`src/rtl/casez_sel_enc.sv`:
```
// Priority-select encoder: maps 4-bit result codes to canonical casez sel vectors
// through a 2-entry output FIFO. Optional macro CASEZ_ENC_ERRCNT_EN adds err_cnt.
module casez_sel_enc #(
    parameter int unsigned DEPTH = 2
) (
    input  logic       clk,
    input  logic       rst_n,
    input  logic       in_valid,
    input  logic [3:0] in_code,
    output logic       in_ready,
    output logic       out_valid,
    output logic [3:0] out_sel,
    input  logic       out_ready,
    output logic       err
`ifdef CASEZ_ENC_ERRCNT_EN
    ,
    output logic [7:0] err_cnt
`endif
);

    localparam int unsigned CODE_W = 4;
    localparam int unsigned CNT_W  = 2;
    localparam int unsigned MAX_CODE = 4;

    // out_sel doubles as the FIFO head entry, so it naturally holds the last popped value
    logic [CNT_W-1:0]  cnt, cnt_nxt;
    logic [CODE_W-1:0] tail, tail_nxt, head_nxt;
    logic [CODE_W-1:0] enc_sel;
    logic              legal, acc, push, pop, bad;
    logic              out_valid_nxt, in_ready_nxt;

    always_comb begin
        enc_sel = 4'b0000;
        case (in_code)
            4'd1:    enc_sel = 4'b1000;
            4'd2:    enc_sel = 4'b0100;
            4'd3:    enc_sel = 4'b0010;
            4'd4:    enc_sel = 4'b0001;
            default: enc_sel = 4'b0000;
        endcase
    end

    assign legal = (in_code <= CODE_W'(MAX_CODE));
    assign acc   = in_valid && in_ready;
    assign push  = acc && legal;
    assign bad   = acc && !legal;
    assign pop   = out_valid && out_ready;

    // Occupancy update; a push is impossible when full because in_ready is low
    always_comb begin
        cnt_nxt  = cnt;
        head_nxt = out_sel;
        tail_nxt = tail;
        case (cnt)
            2'd0: begin
                if (push) begin
                    head_nxt = enc_sel;
                    cnt_nxt  = 2'd1;
                end
            end
            2'd1: begin
                if (push && pop) begin
                    head_nxt = enc_sel;
                end else if (push) begin
                    tail_nxt = enc_sel;
                    cnt_nxt  = 2'd2;
                end else if (pop) begin
                    cnt_nxt  = 2'd0;
                end
            end
            default: begin
                if (pop) begin
                    head_nxt = tail;
                    cnt_nxt  = 2'd1;
                end
            end
        endcase
        out_valid_nxt = (cnt_nxt != 2'd0);
        in_ready_nxt  = (cnt_nxt < CNT_W'(DEPTH));
    end

    always_ff @(posedge clk or negedge rst_n) begin
        if (!rst_n) begin
            cnt       <= 2'd0;
            tail      <= 4'b0000;
            out_sel   <= 4'b0000;
            out_valid <= 1'b0;
            in_ready  <= 1'b1;
            err       <= 1'b0;
        end else begin
            cnt       <= cnt_nxt;
            tail      <= tail_nxt;
            out_sel   <= head_nxt;
            out_valid <= out_valid_nxt;
            in_ready  <= in_ready_nxt;
            err       <= bad;
        end
    end

`ifdef CASEZ_ENC_ERRCNT_EN
    // Saturating count of rejected codes
    always_ff @(posedge clk or negedge rst_n) begin
        if (!rst_n) begin
            err_cnt <= 8'd0;
        end else if (bad && (err_cnt != 8'hFF)) begin
            err_cnt <= err_cnt + 8'd1;
        end
    end
`endif

endmodule
```
`config.mk`:
```
export PLATFORM = sky130hd
export DESIGN_NAME = casez_sel_enc
export DESIGN_NICKNAME = d
export VERILOG_FILES = /design/src/rtl/casez_sel_enc.sv
export SDC_FILE = /design/constraint.sdc
export NUM_CORES = 1
export LEC_CHECK = 0
export ABC_AREA = 1
export CAP_MARGIN = 20
export CORE_MARGIN = 1
export CORE_UTILIZATION = 51
export DETAILED_ROUTE_END_ITERATION = 12
export HOLD_SLACK_MARGIN = 0.12
export PLACE_DENSITY = 0.86
export SYNTH_ARGS = -nofsm -noshare
export SYNTH_HDL_FRONTEND = slang
export SYNTH_SLANG_ARGS = --single-unit
```
`constraint.sdc`:
```
create_clock -name clk -period 2.6 [get_ports clk]
set_input_delay 0.52 -clock clk [delete_from_list [all_inputs] [get_ports clk]]
set_output_delay 0.52 -clock clk [all_outputs]
set_load 0.05 [all_outputs]
```
==> impl_metrics.env, run 1 <==
export IMPL_outcome="finished, final reports clean"
export IMPL_htreeDepth=1
export IMPL_initial_core_util_pct=57.9
export IMPL_netlist_area_um2=669
export IMPL_dp_cells=114
export IMPL_cts_reportedPaths_clkPinSlew_ps=90
export IMPL_clkLatencyLatePin_ps=280
export IMPL_start_kind="flip-flop"
export IMPL_yosys_top_cells_area="dfrtp_1 (45%), nand2_1 (22%), nand3_1 (4.5%)"
export IMPL_synth_edf_count=0
export IMPL_ant_nets=0
export IMPL_via_per_inst=5.22
export IMPL_cpMaxStageDelayCell="clkdlybuf4s50_1"
export IMPL_num_antenna_cells=0
export IMPL_hold_path_depth=2
export IMPL_yosys_cell_types_count=16
export IMPL_worstPathArrival_ps=1610
export IMPL_synth_top_area_cell="dfrtp_1"
export IMPL_postLayoutCoreUtil_pct=73.8
export IMPL_p_comb_share_pct=52.6
export IMPL_placed_cell_area_um2=827
export IMPL_final_hold_violation_count=0
export IMPL_period_minus_slack_ps=2130
export IMPL_drv_slew=0
export IMPL_synth_top_area_share_pct=44.9
export IMPL_wl_per_cell_um=12.5
export IMPL_irDropWorstVdd_v=0.000767
export IMPL_switching_share_pct=49.1
export IMPL_grt_start_max_net_pins=14
export IMPL_critPathMaxStageDelay_ps=800
export IMPL_slew_headroom_pct=62.7
export IMPL_post_place_ws_ps=766
export IMPL_r2r_start="in_ready$_DFF_PN1_"
export IMPL_synth_most_common_cell="nand2_1"
export IMPL_syn_nets=94
export IMPL_clkSinkCount=13
export IMPL_crit_chain="clkdlybuf4s50_1"
export IMPL_post_cts_buffers=0
export IMPL_dr_pass1_iters=4
export IMPL_internal_power_mw=0.512
export IMPL_synth_common_cells="nand2_1 (39), dfrtp_1 (12), inv_1 (6), nand3_1 (6), nor2_1 (6)"
export IMPL_dieArea_mm2=0.00146
export IMPL_critical_path_class="flip-flop to primary output"
export IMPL_io_buffers=14
export IMPL_yosysWarnings=0
export IMPL_whs_ps=478
export IMPL_core_area_mm2=0.00116
export IMPL_r2r_cells=7
export IMPL_fin_area_um2=853
export IMPL_fin_tns_setup_ps=0
export IMPL_stdcell_count=118
export IMPL_dp_hpwl_um=1030
export IMPL_ys_seq_area_share_pct=48.8
export IMPL_clock_skew_ps=8.80
export IMPL_synth_async_reset_ratio_pct=100
export IMPL_final_seq_area_um2=327
export IMPL_finalCritPeriodShare_pct=82.1
export IMPL_drive_above_1_share_pct=13.5
export IMPL_power_switching_mw=0.493
export IMPL_worst_path_buf_inv=1
export IMPL_vias=616
export IMPL_die_h_um=38.2
export IMPL_fin_nets=113
export IMPL_setup_ws_ps=466
export IMPL_crit_required_ps=2080
export IMPL_ios=15
export IMPL_cts_made_buffers=3
export IMPL_avgSynthCellArea_um2=7.78
export IMPL_wl_um=1470
export IMPL_clkPwrFrac_pct=12.7
export IMPL_min_path_type="flip-flop to flip-flop"
export IMPL_cts_tree="built"
export IMPL_synth_seq_cells=13
export IMPL_rsz0062_at_grt="false"
export IMPL_gp_congestion=0.851
export IMPL_crit_path_end_kind="primary output"
export IMPL_drtIter0Drc=19
export IMPL_cellPowerDensity_mw_per_mm2=1180
export IMPL_cap_violations=0
export IMPL_tightest_slew_ps=557
export IMPL_drc=0
export IMPL_total_power_mw=1.00
export IMPL_ctsResizeCount=0
export IMPL_r2r_slack_ps=1220
export IMPL_hold_buffers=0
export IMPL_leakage_nw=0.457
export IMPL_overflow=0
export IMPL_multi_input_area_um2=307
export IMPL_antenna_found_initial=0
export IMPL_netlist_instances=86
export IMPL_r2r_end="out_sel[2]$_DFFE_PN0P_"
export IMPL_clock_path_buffers=2
export IMPL_grt_util_all_layers_pct=24.3
export IMPL_grt_pass1_wl_um=2330
export IMPL_num_rows=12
export IMPL_worstHoldStart="out_sel[0]$_DFFE_PN0P_"
export IMPL_clock_fmax_mhz=469
export IMPL_min_to="out_sel[0]$_DFFE_PN0P_"
export IMPL_finalSetupViolations=0
export IMPL_synth_main_ff_cell="dfrtp_1"
export IMPL_die_w_um=38.2
export IMPL_grt_pass1_vias=587
export IMPL_cts_root_buf="clkbuf_4"
export IMPL_area_growth_pct=27.5
export IMPL_crit_path_max_fanout=2
export IMPL_cp_top_family="buffers and inverters"
export IMPL_power_frac_seq_pct=34.7
export IMPL_fillers=95
## final cells by class
type                       instances  area share [%]
tap                               14            2.05
inverter                           9            4.25
sequential                        13            38.3
clock buffer                       4            3.08
multi-input combinational         64            35.9
timing repair buffer              14            16.4
## metal layers
layer / routed length [um] / global-route usage (%)
met2: 736 / 41.9
met4: 31 / 15.2
met1: 623 / 25.9
met5: 0 / 0
met3: 78 / 6.40
## how the worst max path moves through the flow
stage / from / end / slack [ps] / cells past startpoint
2_1_floorplan: in_ready$_DFF_PN1_ / out_sel[0]$_DFFE_PN0P_ / 1170 / 7
3_3_place_gp: in_ready$_DFF_PN1_ / in_ready / 790 / 1
3_5_place_dp: in_ready$_DFF_PN1_ / in_ready / 770 / 1
4_1_cts: in_ready$_DFF_PN1_ / in_ready / 460 / 1
5_1_grt: in_ready$_DFF_PN1_ / in_ready / 420 / 1
6_report: in_ready$_DFF_PN1_ / in_ready / 470 / 1
## power by group through the flow
stage | registers (mW) | clock network [mW] | logic, mW
2_1_floorplan | 0.524 | 0 | 0.188
3_3_place_gp | 0.348 | 0 | 0.512
3_5_place_dp | 0.351 | 0 | 0.521
4_1_cts | 0.347 | 0.126 | 0.529
5_1_grt | 0.358 | 0.138 | 0.564
6_report | 0.349 | 0.127 | 0.529
## kinds of logic after synthesis
kind of cell,after synthesis,synth area share [%]
AOI/OAI and AO/OA,5,4.30
buffers and inverters,9,5.42
DFF,13,48.8
and+or+nand+nor,59,41.5
## tightest hold or removal path, cell delays in order (launching register included)
cell and delay [ps]:
dfrtp_1 350, nand2_1 50, nand2_1 40
## flip-flops by register name (all words and copies together), names as in the netlist
name       count
tail           4
err            1
out_sel        4
cnt            2
in_ready       1
out_valid      1
## layout by cell type, fill, tap and decap left out
cell type,Yosys,layout
a21oi_1,2,2
clkbuf_1,0,1
clkbuf_4,0,3
clkdlybuf4s50_1,0,14
dfrtp_1,12,12
dfstp_2,1,1
inv_1,6,6
inv_2,2,2
inv_4,1,1
nand2_1,39,39
nand2_2,3,3
nand3_1,6,6
nand3_2,1,1
nand3_4,1,1
nand4_1,2,2
nor2_1,6,6
nor2_8,1,1
o21ai_1,2,2
o21ai_2,1,1
Note: power is estimated with default switching activity, not from simulation.
==> run 2: changes to the inputs <==
--- a/config.mk
+++ b/config.mk
@@ -8,10 +8,10 @@
 export ABC_AREA = 1
 export CAP_MARGIN = 20
 export CORE_MARGIN = 1
-export CORE_UTILIZATION = 51
+export CORE_UTILIZATION = 42
 export DETAILED_ROUTE_END_ITERATION = 12
 export HOLD_SLACK_MARGIN = 0.12
-export PLACE_DENSITY = 0.86
+export PLACE_DENSITY = 0.76
 export SYNTH_ARGS = -nofsm -noshare
 export SYNTH_HDL_FRONTEND = slang
 export SYNTH_SLANG_ARGS = --single-unit
==> constraint.sdc (replaced) <==
create_clock -name clk -period 1.9 [get_ports clk]
set_input_delay 0.38 -clock clk [delete_from_list [all_inputs] [get_ports clk]]
set_output_delay 0.38 -clock clk [all_outputs]
set_load 0.05 [all_outputs]
==> impl_metrics.env, run 2 (synthesis results as in run 1) <==
export IMPL_outcome="finished, final reports clean"
export IMPL_top_regs="out_sel (4), tail (4), cnt (2)"
export IMPL_tightest_slew_ps=564
export IMPL_post_cts_buffers=0
export IMPL_core_area_mm2=0.00149
export IMPL_critPathMaxStageDelay_ps=800
export IMPL_antenna_found_initial=0
export IMPL_start_kind="flip-flop"
export IMPL_whs_ps=452
export IMPL_grt_util_all_layers_pct=17.3
export IMPL_cellPowerDensity_mw_per_mm2=1590
export IMPL_placed_cell_area_um2=827
export IMPL_via_per_inst=4.92
export IMPL_crit_path_max_fanout=2
export IMPL_dr_pass1_iters=5
export IMPL_worst_path_buf_inv=1
export IMPL_clock_path_buffers=2
export IMPL_clock_skew_ps=1.77
export IMPL_irDropWorstVdd_v=0.000497
export IMPL_area_growth_pct=27.5
export IMPL_final_hold_violation_count=0
export IMPL_crit_chain="clkdlybuf4s50_1"
export IMPL_cts_reportedPaths_clkPinSlew_ps=80
export IMPL_crit_path_end_kind="primary output"
export IMPL_clkLatencyLatePin_ps=280
export IMPL_initial_core_util_pct=45.0
export IMPL_clkSinkCount=13
export IMPL_ios=15
export IMPL_drive_above_1_share_pct=14.4
export IMPL_fin_area_um2=853
export IMPL_final_cell_mix="nand2_1 (39), clkdlybuf4s50_1 (13), dfrtp_1 (12)"
export IMPL_dieArea_mm2=0.00176
export IMPL_crit_required_ps=1520
export IMPL_grt_pass1_wl_um=2230
export IMPL_cts_tree="built"
export IMPL_drc=0
export IMPL_die_h_um=41.9
export IMPL_clock_fmax_mhz=546
export IMPL_cpMaxStageDelayCell="clkdlybuf4s50_1"
export IMPL_drtIter0Drc=16
export IMPL_vias=590
export IMPL_io_buffers=14
export IMPL_ant_nets=0
export IMPL_cap_violations=0
export IMPL_die_w_um=41.9
export IMPL_wl_per_cell_um=10.3
export IMPL_cts_made_buffers=3
export IMPL_overflow=0
export IMPL_ctsResizeCount=0
export IMPL_wl_um=1240
export IMPL_dp_hpwl_um=959
export IMPL_num_antenna_cells=0
export IMPL_num_rows=14
export IMPL_critical_path_class="flip-flop to primary output"
export IMPL_slew_headroom_pct=62.3
export IMPL_cts_root_buf="clkbuf_4"
export IMPL_fin_nets=113
export IMPL_layout_commonest_cell="nand2_1"
export IMPL_rsz0062_at_grt="false"
export IMPL_finalSetupViolations=0
export IMPL_hold_buffers=0
export IMPL_gp_congestion=0.839
export IMPL_fin_tns_setup_ps=0
export IMPL_leakage_nw=0.457
export IMPL_min_path_type="primary input to async pin"
export IMPL_grt_pass1_vias=549
export IMPL_postLayoutCoreUtil_pct=57.3
export IMPL_cp_top_family="buffers and inverters"
export IMPL_post_place_ws_ps=223
export IMPL_grt_start_max_net_pins=14
export IMPL_period_minus_slack_ps=1830
export IMPL_htreeDepth=1
export IMPL_worstPathArrival_ps=1450
export IMPL_finalCritPeriodShare_pct=96.4
export IMPL_setup_ws_ps=69.1
export IMPL_drv_slew=0
-- run 2: path summary, 6_finish.rpt --
kind / start / endpoint / slack [ps] / depth (start not counted)
max: out_sel[3]$_DFFE_PN0P_ / out_sel[3] / 70 / 1
min: rst_n / err$_DFF_PN0_ / 450 / 1
max reg2reg: in_ready$_DFF_PN1_ / out_sel[2]$_DFFE_PN0P_ / 620 / 7
min reg2reg: tail[0]$_DFFE_PN0P_ / tail[0]$_DFFE_PN0P_ / 470 / 2
max in group asynchronous: rst_n / in_ready$_DFF_PN1_ / 1080 / 1
min in group clk: tail[0]$_DFFE_PN0P_ / tail[0]$_DFFE_PN0P_ / 470 / 2
-- run 2: per-stage QoR --
stage	std cells	power, mW
3_5_place_dp	116	1.19
5_1_grt	120	1.43
6_report	120	1.36
2_1_floorplan	86	0.974
3_3_place_gp	116	1.18
4_1_cts	120	1.37
-- run 2: report_power, final --
part | total [mW] | leakage (nW) | internal [mW] | switching [mW]
clock network | 0.179 | 0.0150 | 0.0817 | 0.0974
logic | 0.701 | 0.272 | 0.223 | 0.478
registers | 0.476 | 0.170 | 0.393 | 0.0829
total | 1.36 | 0.457 | 0.697 | 0.658
-- run 2: final cells by class --
class | count | area (um^2)
Timing Repair Buffer | 14 | 138
Multi-Input combinational cell | 64 | 307
Fill cell | 133 | 636
Sequential cell | 13 | 327
Inverter | 9 | 36.3
Clock buffer | 4 | 26.3
Tap cell | 16 | 20.0
-- run 2: metal layers --
metal	global-route usage, %	vias up	wire length, um
met3	3.91	5	65
met5	0	-	0
li1	-	310	-
met1	21.5	256	572
met4	11.6	0	44
met2	26.6	19	554
==> run 3: changes to the inputs <==
--- a/config.mk
+++ b/config.mk
@@ -5,13 +5,13 @@
 export SDC_FILE = /design/constraint.sdc
 export NUM_CORES = 1
 export LEC_CHECK = 0
-export ABC_AREA = 1
+export ABC_AREA = 0
 export CAP_MARGIN = 20
 export CORE_MARGIN = 1
 export CORE_UTILIZATION = 42
 export DETAILED_ROUTE_END_ITERATION = 12
 export HOLD_SLACK_MARGIN = 0.12
-export PLACE_DENSITY = 0.76
+export PLACE_DENSITY = 0.77
 export SYNTH_ARGS = -nofsm -noshare
 export SYNTH_HDL_FRONTEND = slang
 export SYNTH_SLANG_ARGS = --single-unit
==> impl_metrics.env, run 3 <==
export IMPL_synth_common_cells="dfrtp_1 (12), nor2_1 (8), a211oi_1 (5), nand2_1 (5)"
export IMPL_wl_um=1370
export IMPL_crit_path_end_kind="flip-flop"
export IMPL_synth_async_reset_ratio_pct=100
export IMPL_synth_most_common_cell="dfrtp_1"
export IMPL_top_regs="out_sel (4), tail (4), cnt (2)"
export IMPL_clkSinkCount=13
export IMPL_synth_main_ff_cell="dfrtp_1"
export IMPL_antenna_found_initial=0
export IMPL_layout_commonest_cell="buf_4"
export IMPL_gp_congestion=0.764
export IMPL_cap_violations=0
export IMPL_slew_headroom_pct=61.7
export IMPL_tightest_slew_ps=573
export IMPL_synth_seq_cells=13
export IMPL_power_switching_mw=0.665
export IMPL_start_kind="primary input"
export IMPL_syn_nets=67
export IMPL_clkPwrFrac_pct=12.6
export IMPL_yosysWarnings=0
export IMPL_crit_chain="clkdlybuf4s50_1 -> o21a_1 -> or3_4 -> nor3_4 -> mux2_2"
export IMPL_leakage_nw=0.379
export IMPL_outcome="finished, final reports clean"
export IMPL_cts_made_buffers=3
export IMPL_dieArea_mm2=0.00165
export IMPL_clock_skew_ps=7.78
export IMPL_hold_buffers=0
export IMPL_post_place_ws_ps=-293
export IMPL_htreeDepth=1
export IMPL_postLayoutCoreUtil_pct=63.9
export IMPL_die_w_um=40.6
export IMPL_num_antenna_cells=0
export IMPL_finalCritPeriodShare_pct=98.4
export IMPL_ios=15
export IMPL_cts_tree="built"
export IMPL_grt_pass1_wl_um=2240
export IMPL_synth_edf_count=0
export IMPL_netlist_instances=59
export IMPL_dp_hpwl_um=985
export IMPL_internal_power_mw=0.761
export IMPL_io_buffers=14
export IMPL_overflow=0
export IMPL_final_hold_violation_count=0
export IMPL_ant_nets=0
export IMPL_area_growth_pct=37.8
export IMPL_initial_core_util_pct=46.3
export IMPL_worst_path_buf_inv=1
export IMPL_core_area_mm2=0.00135
export IMPL_wl_per_cell_um=14.0
export IMPL_drc=0
export IMPL_ys_seq_area_share_pct=52.2
export IMPL_grt_util_all_layers_pct=22.5
export IMPL_num_rows=13
export IMPL_dr_pass1_iters=4
export IMPL_grt_start_max_net_pins=17
export IMPL_p_comb_share_pct=51.4
export IMPL_worstPathArrival_ps=2050
export IMPL_drtIter0Drc=5
export IMPL_drv_slew=0
export IMPL_power_frac_seq_pct=36.0
export IMPL_clock_path_buffers=2
export IMPL_cpMaxStageDelayCell="clkdlybuf4s50_1"
export IMPL_drive_above_1_share_pct=28.9
export IMPL_crit_path_max_fanout=6
export IMPL_finalSetupViolations=0
export IMPL_cellPowerDensity_mw_per_mm2=1650
export IMPL_startpoint="in_code[1]"
export IMPL_grt_pass1_vias=527
export IMPL_rsz0062_at_grt="true"
export IMPL_avgSynthCellArea_um2=10.6
export IMPL_min_path_type="primary input to async pin"
export IMPL_crit_required_ps=2080
export IMPL_via_per_inst=5.66
export IMPL_vias=555
export IMPL_die_h_um=40.6
export IMPL_irDropWorstVdd_v=0.000737
export IMPL_clock_fmax_mhz=535
export IMPL_yosys_top_cells_area="dfrtp_1 (48%), mux2_2 (7.2%), a211oi_1 (6.0%)"
export IMPL_clkLatencyLatePin_ps=290
export IMPL_cts_root_buf="clkbuf_4"
export IMPL_critPathMaxStageDelay_ps=420
export IMPL_critical_path_class="primary input to flip-flop"
export IMPL_synth_top_area_cell="dfrtp_1"
export IMPL_yosys_cell_types_count=21
export IMPL_setup_ws_ps=30.2
export IMPL_synth_top_area_share_pct=48.0
export IMPL_cts_reportedPaths_clkPinSlew_ps=80
export IMPL_fin_nets=92
export IMPL_netlist_area_um2=626
export IMPL_period_minus_slack_ps=1870
export IMPL_cp_top_family="simple AND/OR/NAND/NOR gates"
export IMPL_final_cell_mix="buf_4 (13), dfrtp_1 (12), nor2_1 (8), clkdlybuf4s50_1 (8)"
export IMPL_switching_share_pct=46.6
export IMPL_fillers=109
export IMPL_r2r_start="in_ready$_DFF_PN1_"
==> run 3: cell count changes in the layout (fill, tap and decap cells not counted), moves of 5 or more <==
cell / before / now
nand3_1: 6 / 1
nand2_1: 39 / 5
inv_1: 6 / 0
buf_4: 1 / 13
clkdlybuf4s50_1: 13 / 8
a211oi_1: 0 / 5
==> run 3: cell type report <==
type	count	area, um^2	share of cell area [%]
tap	15	18.8	2.18
sequential	13	327	37.9
multi-input combinational	44	300	34.8
timing repair buffer	22	190	22.1
clock buffer	4	26.3	3.05
==> run 3: path summary, 6_finish.rpt <==
kind | end | slack, ps | depth (start not counted)
min in group clk | tail[0]$_DFFE_PN0P_ | 520 | 1
setup reg to reg | tail[2]$_DFFE_PN0P_ | 180 | 4
max in group asynchronous | out_sel[2]$_DFFE_PN0P_ | 1070 | 1
hold / removal | out_valid$_DFF_PN0_ | 450 | 1
setup / recovery | tail[2]$_DFFE_PN0P_ | 30 | 5
hold reg to reg | tail[0]$_DFFE_PN0P_ | 520 | 1
==> run 3: cells by family after synthesis <==
logic type	after synthesis	synth area share, %
flops	13	52.2
buf+inv	2	1.40
compound gates	14	15.0
mux	4	7.20
simple gates	26	24.2
==> run 3: repair_timing <==
action,4_1_cts,5_1_grt
buffers inserted,0,0
gates resized for setup,0,3
setup endpoints to repair,0,6
==> run 3: per-stage QoR <==
stage               hold slack [ps]  cells  instance area, um^2  setup TNS (ps)  total power, mW
finish                          447     98                  862               0             1.43
global route                    507     98                  862           -47.0             1.53
CTS                             468     98                  850               0             1.43
detailed placement              501     94                  823           -2110             1.25
global placement                496     94                  823           -1930             1.24
floorplan                      84.4     59                  626               0             1.01
==> run 3: per-layer routing <==
metal	wire length [um]	global-route usage [%]	share of wire, %	up-vias
met5	0	0	0	-
met4	19	11.7	1.4	0
met1	634	26.8	46	263
met2	623	32.9	45	18
met3	92	11.1	6.7	2
li1	-	-	-	272
==> run 3: power by group through the flow <==
stage / sequential, mW / combinational [mW] / clock (mW)
floorplan: 0.716 / 0.295 / 0
global placement: 0.516 / 0.719 / 0
detailed placement: 0.519 / 0.726 / 0
CTS: 0.514 / 0.730 / 0.185
global route: 0.537 / 0.789 / 0.199
finish: 0.514 / 0.732 / 0.179
